File: src/rtl/option_line_streamer.sv
// Transmit side of the solver option stream: header + options per line, one bubble
// between lines, and per-line recount of survivors written back into the option FIFO.
module option_line_streamer #(
    parameter int OPT_W     = 16,
    parameter int MAX_LINES = 11,
    parameter int CNT_W     = 7
) (
    input  logic                         clk,
    input  logic                         rst_n,
    input  logic                         start,
    input  logic [3:0]                   num_lines,
    input  logic [MAX_LINES*CNT_W-1:0]   init_amnt,
    input  logic [OPT_W-1:0]             fifo_rdata,
    input  logic                         fifo_empty,
    output logic                         fifo_rd,
    input  logic                         out_ready,
    output logic [OPT_W-1:0]             option_out,
    output logic                         option_valid,
    output logic                         is_header,
    input  logic                         pb_valid,
    input  logic [OPT_W-1:0]             pb_data,
    input  logic                         pb_line_end,
    output logic                         fifo_wr,
    output logic [OPT_W-1:0]             fifo_wdata,
    input  logic                         solved,
    output logic [MAX_LINES*CNT_W-1:0]   amnt,
    output logic [7:0]                   round,
    output logic                         busy,
    output logic                         done,
    output logic                         unsat
);

    typedef enum logic [2:0] {S_IDLE, S_HDR, S_OPT, S_GAP, S_DONE} state_t;

    state_t                              r_state, w_next;
    logic [MAX_LINES-1:0][CNT_W-1:0]     r_amnt;
    logic [3:0]                          r_line_ptr, r_pb_ptr;
    logic [CNT_W-1:0]                    r_opt_cnt, r_surv_cnt;
    logic [7:0]                          r_round;
    logic                                r_unsat;

    logic [CNT_W-1:0]                    w_cur_amnt, w_pb_cnt;
    logic                                w_hs_opt, w_last_line, w_pb_last, w_start;

    // Lane select kept as a compare loop so an out-of-range pointer reads as 0.
    always_comb begin
        w_cur_amnt = '0;
        for (int i = 0; i < MAX_LINES; i++)
            if (r_line_ptr == 4'(i)) w_cur_amnt = r_amnt[i];
    end

    assign w_start     = (r_state == S_IDLE) && start;
    assign w_hs_opt    = (r_state == S_OPT) && !fifo_empty && out_ready;
    assign w_last_line = (r_line_ptr >= num_lines - 4'd1);
    assign w_pb_last   = (r_pb_ptr >= num_lines - 4'd1);
    assign w_pb_cnt    = (pb_valid && (r_surv_cnt != '1)) ? r_surv_cnt + 1'b1 : r_surv_cnt;

    always_comb begin
        option_valid = 1'b0;
        is_header    = 1'b0;
        option_out   = '0;
        case (r_state)
            S_HDR: begin
                option_valid = 1'b1;
                is_header    = 1'b1;
                option_out   = OPT_W'(r_line_ptr);
            end
            S_OPT: begin
                option_valid = !fifo_empty;
                option_out   = fifo_rdata;
            end
            default: ;
        endcase
    end

    assign fifo_rd    = w_hs_opt;
    assign fifo_wr    = pb_valid;
    assign fifo_wdata = pb_valid ? pb_data : '0;
    assign busy       = (r_state == S_HDR) || (r_state == S_OPT) || (r_state == S_GAP);
    assign done       = (r_state == S_DONE);
    assign amnt       = r_amnt;
    assign round      = r_round;
    assign unsat      = r_unsat;

    always_comb begin
        w_next = r_state;
        case (r_state)
            S_IDLE: if (start) w_next = S_HDR;
            S_HDR:  if (out_ready) w_next = (w_cur_amnt != '0) ? S_OPT : S_GAP;
            S_OPT:  if (w_hs_opt && (r_opt_cnt == w_cur_amnt - 1'b1)) w_next = S_GAP;
            S_GAP:  w_next = S_HDR;
            S_DONE: w_next = S_DONE;
            default: w_next = S_IDLE;
        endcase
        // Solved preempts everything, dropping whatever line is in flight.
        if (solved && (r_state != S_IDLE)) w_next = S_DONE;
    end

    always_ff @(posedge clk or negedge rst_n) begin
        if (!rst_n) begin
            r_state    <= S_IDLE;
            r_line_ptr <= '0;
            r_opt_cnt  <= '0;
            r_round    <= '0;
        end else begin
            r_state <= w_next;
            if (w_start) r_line_ptr <= '0;
            if ((r_state == S_HDR) && out_ready) r_opt_cnt <= '0;
            if (w_hs_opt) r_opt_cnt <= r_opt_cnt + 1'b1;
            if (r_state == S_GAP) begin
                if (w_last_line) begin
                    r_line_ptr <= '0;
                    r_round    <= r_round + 8'd1;
                end else begin
                    r_line_ptr <= r_line_ptr + 4'd1;
                end
            end
        end
    end

    // Put-back side runs regardless of stream state; a line commit overrides a start load.
    always_ff @(posedge clk or negedge rst_n) begin
        if (!rst_n) begin
            r_amnt     <= '0;
            r_pb_ptr   <= '0;
            r_surv_cnt <= '0;
            r_unsat    <= 1'b0;
        end else begin
            if (w_start) begin
                r_amnt     <= init_amnt;
                r_pb_ptr   <= '0;
                r_surv_cnt <= '0;
            end
            if (pb_line_end) begin
                for (int i = 0; i < MAX_LINES; i++)
                    if (r_pb_ptr == 4'(i)) r_amnt[i] <= w_pb_cnt;
                r_surv_cnt <= '0;
                r_pb_ptr   <= w_pb_last ? 4'd0 : r_pb_ptr + 4'd1;
                if (w_pb_cnt == '0) r_unsat <= 1'b1;
            end else if (pb_valid) begin
                r_surv_cnt <= w_pb_cnt;
            end
        end
    end

endmodule
File: config.mk
export PLATFORM = sky130hd
export DESIGN_NAME = option_line_streamer
export DESIGN_NICKNAME = d
export VERILOG_FILES = /design/src/rtl/option_line_streamer.sv
export SDC_FILE = /design/constraint.sdc
export NUM_CORES = 1
export LEC_CHECK = 0
export CORE_MARGIN = 4
export CORE_UTILIZATION = 40
export DETAILED_ROUTE_END_ITERATION = 16
export GPL_TIMING_DRIVEN = 1
export MAX_ROUTING_LAYER = met4
export PLACE_DENSITY = 0.72
export SLEW_MARGIN = 10
export SYNTH_ARGS = -nofsm -noshare
export SYNTH_HDL_FRONTEND = slang
export SYNTH_SLANG_ARGS = --single-unit
File: constraint.sdc
create_clock -name clk -period 6.1 [get_ports clk]
set_input_delay 1.22 -clock clk [delete_from_list [all_inputs] [get_ports clk]]
set_output_delay 1.22 -clock clk [all_outputs]
set_load 0.05 [all_outputs]
==> results.txt <==
FMAX: 0.2223 GHz
Via Count: 6,749
Tcrit/Tclk final: 73.73%
Pins Over Slew Limit: 0
Met3 GRT Util: 4.146%
Non-Filler Instances: 1,235
DRT iter0 DRCs: 494
Antenna violations before repair: 1
Status: completed
R2R Path Start: r_line_ptr[0]
Gpl congestion: 0.9018
Clock slew seen by the registers of the worst setup and hold paths: 0.07 ns
RSZ-0062 raised after global routing: no
Longest Clk Path Bufs: 2
Setup Viol. Count Final: 0
Cells on worst reg2reg path: 14
Final Skew: 0.009635 ns
I/O pin count: 245
Setup TNS: 0 ns
CTS buffer count: 9
Min Tclk post-route: 4.498 ns
Async SR Flop Fraction: 100.0%
Switching power: 0.002353 W
DP Wirelength: 17,870 um
CTS Sinks: 111
Clock root buffer: clkbuf_16
Vias per cell: 5.465
Clk pwr share: 12.5%
Clk Latency, worst-skew pair: 0.37 ns
Combinational share of power: 58.0%
Layout Utilization: 57.40%
Critical Path Fanout Max: 32
Min-delay worst type: reg2reg
# rows: 48
TritonCTS clock tree: done
First-pass GRT wire length: 37,580 um
Synth warn: 0
Register bit count reported by yosys: 111
Net Count, Synth: 938
Sequential power share: 29.5%
WHS: 0.4777 ns
Slew margin rel.: 38.43%
Cell internal pwr: 0.002300 W
Worst endpoint required time: 4.88 ns
Post-cts sizing count: 0
Yosys cell types: 77
Switching share of total power: 50.57%
First drt pass iteration count: 5
Startpoint Class: input port
GR peak layer: met2
CTS H-tree depth: 3
Critical path endpoint: fifo_wdata[14]
Worst IR drop on VDD: 0.3749 mV
Max cap viols: 0
Avg Cell Area, Syn: 8.941 um2
Vias in the first global route: 6,748
Layout cells sized above 1: 5.253%
Met2 Use GR: 37.20%
Area growth syn-to-layout: 40.00%
CORE AREA: 0.01736 mm2
Hold_buf cts: 0
WL final: 23,900 um
Hold Path Stages: 1
Most used DFF post-synth: dfrtp_1
M1 GR Usage: 32.91%
Fillers: 1,569
Crit path kind: in2out
Post-synth EDFFs: 0
R2r endpoint: r_state[0]
Leak: 4.049 nW
Pwr/cell area: 467.0 mW/mm2
Cells after Synth: 796
Port Buffers: 244
Die Span Y: 141.4 um
CP Capture Type: primary output
Placed insts: 1,218
Initial core utilization: 41.00%
Synthesized cell area: 0.007117 mm2
Overflow after GRT: 0
WL/cell: 19.35 um
DIE AREA: 0.01999 mm2
Worst-Margin Slew: 0.9191 ns
Antenna Nets Post-Route: 0
Nets@finish: 1,146
WP data arrival: 3.28 ns
Post-CTS setup buffer count: 0
CP Launch Point: pb_valid
Seq/Total Area, Yosys: 39.03%
Tot GR Track Use: 24.51%
Die W: 141.4 um
Hold Vio Cnt, Final: 0
Drt drc: 0
Largest net degree at the start of global routing: 90
R2R setup slack: 2.29 ns
## synth_stat cells (3+ instances only)
| cell type | number | area [um2] |
|---|---|---|
| dfrtp_1 | 111 | 2778 |
| nor2_1 | 90 | 337.8 |
| a21oi_1 | 85 | 425.4 |
| nand2_1 | 76 | 285.3 |
| mux2i_1 | 75 | 750.7 |
| o21ai_0 | 47 | 235.2 |
| and2_1 | 36 | 225.2 |
| clkbuf_1 | 25 | 93.84 |
| ha_1 | 21 | 262.8 |
| buf_2 | 18 | 90.09 |
| inv_1 | 17 | 63.81 |
| nand3b_1 | 12 | 90.09 |
| xnor2_1 | 12 | 105.1 |
| xor2_1 | 12 | 105.1 |
| nand2b_1 | 11 | 68.82 |
| nor3b_1 | 11 | 82.58 |
| nand3_1 | 8 | 40.04 |
| nor2b_1 | 8 | 50.05 |
| a221oi_1 | 6 | 52.55 |
| buf_1 | 6 | 22.52 |
| nand4_1 | 6 | 37.54 |
| a211oi_1 | 5 | 37.54 |
| o31ai_1 | 5 | 37.54 |
| a21o_1 | 4 | 30.03 |
| a22o_1 | 4 | 35.03 |
| nor3_1 | 4 | 20.02 |
| o21ai_1 | 4 | 20.02 |
| o22ai_1 | 4 | 25.02 |
| or3_1 | 4 | 25.02 |
| a2bb2oi_1 | 3 | 26.28 |
| and3_1 | 3 | 18.77 |
| buf_4 | 3 | 22.52 |
| buf_6 | 3 | 33.78 |
| mux2_2 | 3 | 33.78 |
| nand4bb_1 | 3 | 33.78 |
## final cells by class
type,instances,area [um2],share of cell area (%)
Clock inverter,6,45.04,0.4521
Inverter,18,67.56,0.6781
Clock buffer,10,239.0,2.399
Tap cell,225,281.5,2.826
Sequential cell,111,2778,27.88
Antenna cell,1,2.502,0.02512
Timing Repair Buffer,252,2512,25.22
Multi-Input combinational cell,612,4038,40.52
## cells by family after synthesis
group	count (synthesis)	share of synthesized area, %
adder cells (fa/ha/maj)	21	3.692
XOR/XNOR	25	3.270
AND/OR/NAND/NOR	285	20.20
multiplexers	78	11.02
flip-flops	111	39.03
buffers and inverters	73	4.641
AO/OA/AOI/OAI	203	18.14
## critical path: stages
cell and delay, ns:
clkdlybuf4s50_1 1.02, and2_1 0.23, clkdlybuf4s50_1 0.81
## cells in the final DEF (no fill, tap or decap), types with 6 or more instances in the layout
| master | Yosys | layout |
|---|---|---|
| and2_1 | 36 | 36 |
| nand2_1 | 76 | 76 |
| inv_1 | 17 | 17 |
| nand4_1 | 6 | 6 |
| clkdlybuf4s50_1 | 0 | 243 |
| nand3b_1 | 12 | 12 |
| dfrtp_1 | 111 | 111 |
| ha_1 | 21 | 21 |
| buf_4 | 3 | 8 |
| xor2_1 | 12 | 11 |
| nor2b_1 | 8 | 8 |
| a221oi_1 | 6 | 6 |
| a21oi_1 | 85 | 85 |
| mux2i_1 | 75 | 75 |
| clkbuf_16 | 0 | 9 |
| nor3b_1 | 11 | 11 |
| xnor2_1 | 12 | 10 |
| nor2_1 | 90 | 90 |
| nand3_1 | 8 | 8 |
| nand2b_1 | 11 | 11 |
| o21ai_0 | 47 | 47 |
## layer usage
| layer | part of all wire [%] | wire (um) | up-vias |
|---|---|---|---|
| met5 | 0 | 0 | - |
| met4 | 3.4 | 805 | 0 |
| met3 | 6.2 | 1472 | 42 |
| met2 | 47 | 11130 | 250 |
| met1 | 44 | 10490 | 3232 |
| li1 | - | - | 3225 |
## state kept, by name, indices dropped and copies added, names as in the netlist
signal	flops
amnt	77
round	8
r_opt_cnt	7
r_surv_cnt	7
r_line_ptr	4
r_pb_ptr	4
r_state	3
unsat	1
## through the flow
stage	worst slack [ns]	instance area [um2]	total power, W
floorplan	2.362	7117	0.003080
global placement	1.627	9677	0.004055
detailed placement	1.586	9677	0.004078
CTS	1.589	9961	0.004665
global route	1.438	9963	0.004885
finish	1.602	9963	0.004653
## how the worst min path moves through the flow
| stage | startpoint | endpoint |
|---|---|---|
| global route | unsat | unsat |
| finish | round[7] | round[7] |
| CTS | round[7] | round[7] |
| floorplan | r_opt_cnt[0] | r_opt_cnt[0] |
| detailed placement | unsat | unsat |
| global placement | unsat | unsat |
## power groups by stage
stage	sequential, W	clock [W]	combinational [W]
final	0.00137	0.000583	0.00270
after global routing	0.00141	0.000617	0.00286
after CTS	0.00137	0.000587	0.00271
after detailed placement	0.00138	0	0.00270
after global placement	0.00138	0	0.00268
after floorplan	0.00212	0	0.000962
Power figures use the tool's default switching activity.
